### config.mk
export PLATFORM = sky130hd
export DESIGN_NAME = byte_reg_bank_flat
export DESIGN_NICKNAME = d
export VERILOG_FILES = /design/src/rtl/byte_reg_bank_pkg.sv /design/src/rtl/byte_reg_bank_if.sv /design/src/rtl/byte_reg_clear_seq.sv /design/src/rtl/byte_reg_bank.sv /design/src/flat_wrapper.sv
export SDC_FILE = /design/constraint.sdc
export NUM_CORES = 1
export LEC_CHECK = 0
export BUFFER_PORTS_ARGS = -buffer_cell sky130_fd_sc_hd__buf_2
export CAP_MARGIN = 20
export CORE_UTILIZATION = 66
export DETAILED_ROUTE_END_ITERATION = 8
export GPL_ROUTABILITY_DRIVEN = 0
export PLACE_DENSITY = 0.85
export REMOVE_ABC_BUFFERS = 1
export SLEW_MARGIN = 20
export SYNTH_ARGS = -nofsm -noshare
export SYNTH_HDL_FRONTEND = slang
export SYNTH_SLANG_ARGS = --single-unit
export TNS_END_PERCENT = 30
### constraint.sdc
create_clock -name clock -period 22.6 [get_ports clock]
set_input_delay 1.13 -clock clock [delete_from_list [all_inputs] [get_ports clock]]
set_output_delay 1.13 -clock clock [all_outputs]
set_load 0.05 [all_outputs]
### src/rtl/byte_reg_bank_pkg.sv
// Shared types and default sizing for the byte-lane register bank.
// The clear sequencer FSM state type lives here so the bank, its debug port and benches agree.
package byte_reg_bank_pkg;

    localparam int DEF_NBYTES = 4;
    localparam int DEF_DEPTH  = 8;

    typedef enum logic {
        IDLE  = 1'b0,
        CLEAR = 1'b1
    } clr_state_t;

endpackage

### src/rtl/byte_reg_bank_if.sv
// Bus bundle for byte_reg_bank: write channel, read channel, clear control and status.
// Handshake: a write transfers on a rising edge where wr_valid and wr_ready are both 1; the master holds
// wr_addr/wr_byteen/wr_data stable while wr_valid is high, and wr_ready never depends on wr_valid.
interface byte_reg_bank_if
    import byte_reg_bank_pkg::*;
#(
    parameter int NBYTES = DEF_NBYTES,
    parameter int DEPTH  = DEF_DEPTH
);
    localparam int W      = 8 * NBYTES;
    localparam int ADDR_W = $clog2(DEPTH);

    logic              wr_valid;
    logic              wr_ready;
    logic [ADDR_W-1:0] wr_addr;
    logic [NBYTES-1:0] wr_byteen;
    logic [W-1:0]      wr_data;
    logic              rd_en;
    logic [ADDR_W-1:0] rd_addr;
    logic [W-1:0]      rd_data;
    logic              rd_data_valid;
    logic              clear_req;
    logic              busy;
    logic [DEPTH-1:0]  dirty;

    modport master (
        output wr_valid, wr_addr, wr_byteen, wr_data, rd_en, rd_addr, clear_req,
        input  wr_ready, rd_data, rd_data_valid, busy, dirty
    );

    modport slave (
        input  wr_valid, wr_addr, wr_byteen, wr_data, rd_en, rd_addr, clear_req,
        output wr_ready, rd_data, rd_data_valid, busy, dirty
    );

endinterface

### src/rtl/byte_reg_clear_seq.sv
// Clear sequencer: walks a pointer over every entry once per clear request.
// Emits one clear strobe per entry; requests arriving mid-sweep are ignored.
module byte_reg_clear_seq
    import byte_reg_bank_pkg::*;
#(
    parameter  int DEPTH  = DEF_DEPTH,
    localparam int ADDR_W = $clog2(DEPTH)
) (
    input  logic              clock,
    input  logic              resetn,
    input  logic              clear_req,
    output logic              busy,
    output logic              clr_stb,
    output logic [ADDR_W-1:0] clr_idx,
    output clr_state_t        state
);

    localparam logic [ADDR_W-1:0] LAST = ADDR_W'(DEPTH - 1);

    logic [ADDR_W-1:0] ptr;

    always_ff @(posedge clock or posedge resetn) begin
        if (resetn) begin
            state <= IDLE;
            ptr   <= '0;
        end else begin
            case (state)
                IDLE: begin
                    if (clear_req) begin
                        state <= CLEAR;
                        ptr   <= '0;
                    end
                end
                CLEAR: begin
                    if (ptr == LAST) begin
                        state <= IDLE;
                        ptr   <= '0;
                    end else begin
                        ptr <= ptr + 1'b1;
                    end
                end
                default: begin
                    state <= IDLE;
                    ptr   <= '0;
                end
            endcase
        end
    end

    // Outputs come straight off the state and pointer flops.
    assign busy    = (state == CLEAR);
    assign clr_stb = (state == CLEAR);
    assign clr_idx = ptr;

endmodule

### src/rtl/byte_reg_bank.sv
// Register bank with per-byte write enables, write-first registered reads, dirty tracking
// and a background clear sweep driven by byte_reg_clear_seq.
module byte_reg_bank
    import byte_reg_bank_pkg::*;
#(
    parameter int NBYTES = DEF_NBYTES,
    parameter int DEPTH  = DEF_DEPTH
) (
    input  logic             clock,
    input  logic             resetn,
    byte_reg_bank_if.slave   bus,
    output clr_state_t       dbg_state
);

    localparam int W      = 8 * NBYTES;
    localparam int ADDR_W = $clog2(DEPTH);

    logic [W-1:0]      mem [DEPTH];
    logic              busy;
    logic              clr_stb;
    logic [ADDR_W-1:0] clr_idx;
    logic              wr_ok;
    logic              rd_ok;
    logic              wr_hit;
    logic [W-1:0]      wr_old;
    logic [W-1:0]      wr_merged;
    logic [W-1:0]      rd_cur;
    logic [W-1:0]      rd_next;

    function automatic logic [W-1:0] merge_bytes(input logic [W-1:0]      old_d,
                                                 input logic [W-1:0]      new_d,
                                                 input logic [NBYTES-1:0] be);
        logic [W-1:0] r;
        r = old_d;
        for (int i = 0; i < NBYTES; i++) begin
            if (be[i]) r[8*i +: 8] = new_d[8*i +: 8];
        end
        return r;
    endfunction

    byte_reg_clear_seq #(.DEPTH(DEPTH)) u_clear_seq (
        .clock     (clock),
        .resetn    (resetn),
        .clear_req (bus.clear_req),
        .busy      (busy),
        .clr_stb   (clr_stb),
        .clr_idx   (clr_idx),
        .state     (dbg_state)
    );

    assign bus.busy     = busy;
    assign bus.wr_ready = ~busy;

    // Out-of-range addresses only exist for non-power-of-two DEPTH; such writes are dropped.
    always_comb begin
        wr_ok     = (32'(bus.wr_addr) < DEPTH);
        rd_ok     = (32'(bus.rd_addr) < DEPTH);
        wr_hit    = bus.wr_valid && bus.wr_ready && wr_ok;
        wr_old    = wr_ok ? mem[bus.wr_addr] : '0;
        rd_cur    = rd_ok ? mem[bus.rd_addr] : '0;
        wr_merged = merge_bytes(wr_old, bus.wr_data, bus.wr_byteen);
        rd_next   = rd_cur;
        if (clr_stb && (clr_idx == bus.rd_addr)) begin
            rd_next = '0;
        end else if (wr_hit && (bus.wr_addr == bus.rd_addr)) begin
            rd_next = wr_merged;
        end
    end

    // Sweep and accepted writes never coincide because wr_ready is low while busy.
    always_ff @(posedge clock or posedge resetn) begin
        if (resetn) begin
            for (int k = 0; k < DEPTH; k++) mem[k] <= '0;
            bus.dirty <= '0;
        end else begin
            if (clr_stb) begin
                mem[clr_idx]       <= '0;
                bus.dirty[clr_idx] <= 1'b0;
            end
            if (wr_hit) begin
                mem[bus.wr_addr]       <= wr_merged;
                bus.dirty[bus.wr_addr] <= 1'b1;
            end
        end
    end

    always_ff @(posedge clock or posedge resetn) begin
        if (resetn) begin
            bus.rd_data       <= '0;
            bus.rd_data_valid <= 1'b0;
        end else begin
            bus.rd_data_valid <= bus.rd_en;
            if (bus.rd_en) bus.rd_data <= rd_next;
        end
    end

endmodule

### src/flat_wrapper.sv
// flat-port wrapper written by rule: the top's interface ports become plain ports
module byte_reg_bank_flat import byte_reg_bank_pkg::*;
#(
    parameter int NBYTES = DEF_NBYTES,
    parameter int DEPTH  = DEF_DEPTH
)
  (clock, resetn, dbg_state, bus_wr_valid, bus_wr_addr, bus_wr_byteen, bus_wr_data, bus_rd_en, bus_rd_addr, bus_clear_req, bus_wr_ready, bus_rd_data, bus_rd_data_valid, bus_busy, bus_dirty);
  byte_reg_bank_if #(.NBYTES(NBYTES), .DEPTH(DEPTH)) bus_i ();
  input  logic clock;
  input  logic resetn;
  output clr_state_t dbg_state;
  input wire logic [$bits(bus_i.wr_valid)-1:0] bus_wr_valid;
  input wire logic [$bits(bus_i.wr_addr)-1:0] bus_wr_addr;
  input wire logic [$bits(bus_i.wr_byteen)-1:0] bus_wr_byteen;
  input wire logic [$bits(bus_i.wr_data)-1:0] bus_wr_data;
  input wire logic [$bits(bus_i.rd_en)-1:0] bus_rd_en;
  input wire logic [$bits(bus_i.rd_addr)-1:0] bus_rd_addr;
  input wire logic [$bits(bus_i.clear_req)-1:0] bus_clear_req;
  output wire logic [$bits(bus_i.wr_ready)-1:0] bus_wr_ready;
  output wire logic [$bits(bus_i.rd_data)-1:0] bus_rd_data;
  output wire logic [$bits(bus_i.rd_data_valid)-1:0] bus_rd_data_valid;
  output wire logic [$bits(bus_i.busy)-1:0] bus_busy;
  output wire logic [$bits(bus_i.dirty)-1:0] bus_dirty;
  assign bus_i.wr_valid = bus_wr_valid;
  assign bus_i.wr_addr = bus_wr_addr;
  assign bus_i.wr_byteen = bus_wr_byteen;
  assign bus_i.wr_data = bus_wr_data;
  assign bus_i.rd_en = bus_rd_en;
  assign bus_i.rd_addr = bus_rd_addr;
  assign bus_i.clear_req = bus_clear_req;
  assign bus_wr_ready = bus_i.wr_ready;
  assign bus_rd_data = bus_i.rd_data;
  assign bus_rd_data_valid = bus_i.rd_data_valid;
  assign bus_busy = bus_i.busy;
  assign bus_dirty = bus_i.dirty;
  byte_reg_bank #(.NBYTES(NBYTES), .DEPTH(DEPTH)) u_core (.clock(clock), .resetn(resetn), .bus(bus_i), .dbg_state(dbg_state));
endmodule
==> impl_metrics.ini <==
[drt]
ant_nets = 0
post_drt_wl_per_cell_um = 29.8
drt-pass1-iter-count = 6
via_per_inst = 7.73
wirelength_um = 45600
drcViolationCount = 0
dr_total_vias = 11835
drtIter0Drc = 1408

[worst_setup_path]
cp.arrival_ps = 3760
worstPathMaxFanout = 59
required_ps = 23050
critPathTopFamily = buffers and inverters
cp-end-kind = flop
crit_chain = buf_6 > buf_4 > mux2i_1 > o22ai_1 > o31a_1 > a221o_1
cp-start-kind = input port
cp_slowest_cell = buf_4
cp_slowest_stage_delay_ps = 910
path_buf_inv = 2
critical_path_class = input port to flop

[floorplanning]
rows = 55
die_h_um = 155
die_w_um = 155
die-area_um2 = 23900
start_util_pct = 67.5
pin_count = 91
design.core.area_um2 = 22800

[sta]
rsz0062_at_grt = false
fin_skew_ps = 7.95
slew-limit-headroom_pct = 20.1
worst_slew_pin_slew_ps = 1200
setup_tns_ps = 0
setup_viol = 0
layout_setup_ws_ps = 19290
hold_viol = 0
fmax_mhz = 302
finalCritPeriodShare_pct = 14.7
period_minus_slack_ps = 3310
slew_viol_final = 0

[power]
vdd_drop_max_uv = 119
p_leak_nw = 8.13
power_density_nw_per_um2 = 111
power_mw = 1.89
power_frac_seq_pct = 41.1
internal_power_mw = 1.21
p_switching_uw = 673
p_comb_share_pct = 29.7
clkPwrFrac_pct = 29.2
swShare_pct = 35.7

[clock_tree]
cts-resized-gates = 0
cts_htree_levels = 1
clockBufferDepth = 3
cts-root-buf = clkbuf_16
clk_pin_slew_worst_paths_ps = 60
numCtsBuffers = 31
clock-sinks = 301
clk_latency_ps = 570
cts_tree = built
cts_setup_buffers = 0
ctsHoldBuffers = 0

[logic_synthesis]
synth.area.top_cells = dfrtp_1, a22o_1, mux4_2, mux2i_1, o22ai_1
ys_types = 35
synthArstFlopShare_pct = 100
ys.flop_type = dfrtp_1
syn_inst = 1195
synth_edf_count = 0
synth_warnings = 0
synth_top_area_cell = dfrtp_1
yosysMostFrequentCell = dfrtp_1
syn_area_um2 = 15400
seq_area_frac_synth_pct = 49.0
synthTopCellsByCount = dfrtp_1, a22o_1, mux2i_1, clkbuf_1, o22ai_1
synth_seq_cells = 301
synth_top_area_share_pct = 49.0
syn_area_per_cell_um2 = 12.9

[cells_and_area]
final_layout_size_suffix_gt1_share_pct = 23.5
fin_area_um2 = 17000
final_net_count = 1244
area_growth_pct = 10.4
final_core_util_pct = 74.6
antenna_cells = 0

[placed_design]
place_hpwl_um = 23300
numPortBuffers = 90
dpl_cell_area_um2 = 15900
place_ws_ps = 18620

[grt]
grt_max_degree = 152
grt_pass1_wl_um = 70600
global_route.usage.total_pct = 39.0
grt_pass1_vias = 12234
antenna_found_initial = 0
overflow = 0

[status]
outcome = finished clean

[flow_run]
drv_cap = 0

[hold_path]
hp-class = flop to flop
[metal layers]
metal / global-route usage, % / part of all wire, %
met1: 53.0 / 37
met4: 15.2 / 3.6
met5: 0 / 0
met2: 61.2 / 47
met3: 9.55 / 12
[final timing paths]
kind	depth (start not counted)	from	endpoint	slack [ps]
worst max register to register	6	u_core.u_clear_seq.busy	u_core.mem[15]	19650
max in group asynchronous	4	resetn	u_core.mem[38]	19530
worst min-delay path	1	u_core.bus.dirty[1]	u_core.bus.dirty[1]	480
min in group asynchronous	2	resetn	u_core.bus.rd_data[13]	640
worst min register to register	1	u_core.bus.dirty[1]	u_core.bus.dirty[1]	480
worst max-delay path	6	bus_wr_addr[0]	u_core.bus.rd_data[15]	19290
[sequential cells by signal (all words and copies together), names as in the netlist]
signal / cells
u_core.mem: 256
u_core.bus.rd_data: 32
u_core.bus.dirty: 8
u_core.u_clear_seq.clr_idx: 3
u_core.bus.rd_data_valid: 1
u_core.u_clear_seq.busy: 1
[kinds of logic after synthesis]
family	Yosys count	share of synthesized area [%]
buffers and inverters	159	4.70
flip-flops	301	49.0
multiplexers	225	20.2
XOR/XNOR	6	0.342
AND/OR/NAND/NOR	103	3.93
adder cells (fa/ha/maj)	2	0.163
AO/OA/AOI/OAI	399	21.7
[power groups by stage]
stage | registers [mW] | clock network (mW) | logic (mW)
2_1_floorplan | 0.809 | 0 | 0.307
3_3_place_gp | 0.769 | 0 | 0.529
3_5_place_dp | 0.772 | 0 | 0.547
4_1_cts | 0.767 | 0.551 | 0.552
5_1_grt | 0.785 | 0.570 | 0.589
6_report | 0.774 | 0.551 | 0.560
[per-stage QoR]
stage               hold WS [ps]  cells
finish                       481   1532
global route                 496   1532
CTS                          482   1531
detailed placement           466   1474
global placement             464   1474
floorplan                    479   1041
[worst register-to-register path, delay by kind of cell (launching register included)]
family	cells	cell delay (ps)
compound gates	1	260
buf+inv	2	760
flops	1	550
simple gates	3	1260
[layout make-up]
cell class              count  area (µm²)
clock buffers              41         853
flip-flops and latches    301        7530
fillers                  1438        5780
repair buffers            121         704
clock inverters            16         234
multi-input cells         735        7250
well taps                 313         392
inverters                   5        31.3
[cells in the final DEF, fill, tap and decap left out, types with 6 or more instances in the layout]
master / netlist / layout
nor2_4: 0 / 7
buf_2: 47 / 88
a221o_1: 32 / 32
mux2i_1: 129 / 129
buf_4: 8 / 31
bufinv_16: 0 / 6
mux2_2: 32 / 32
xnor2_1: 6 / 6
nand2b_1: 34 / 32
clkbuf_16: 0 / 31
a22o_1: 256 / 256
clkinv_2: 0 / 9
dfrtp_1: 301 / 301
and3_1: 32 / 32
o31a_1: 32 / 32
clkbuf_1: 91 / 6
a21o_1: 7 / 7
nand2_1: 8 / 8
mux4_2: 61 / 61
o22ai_1: 65 / 65
(Power assumes the default switching activity.)
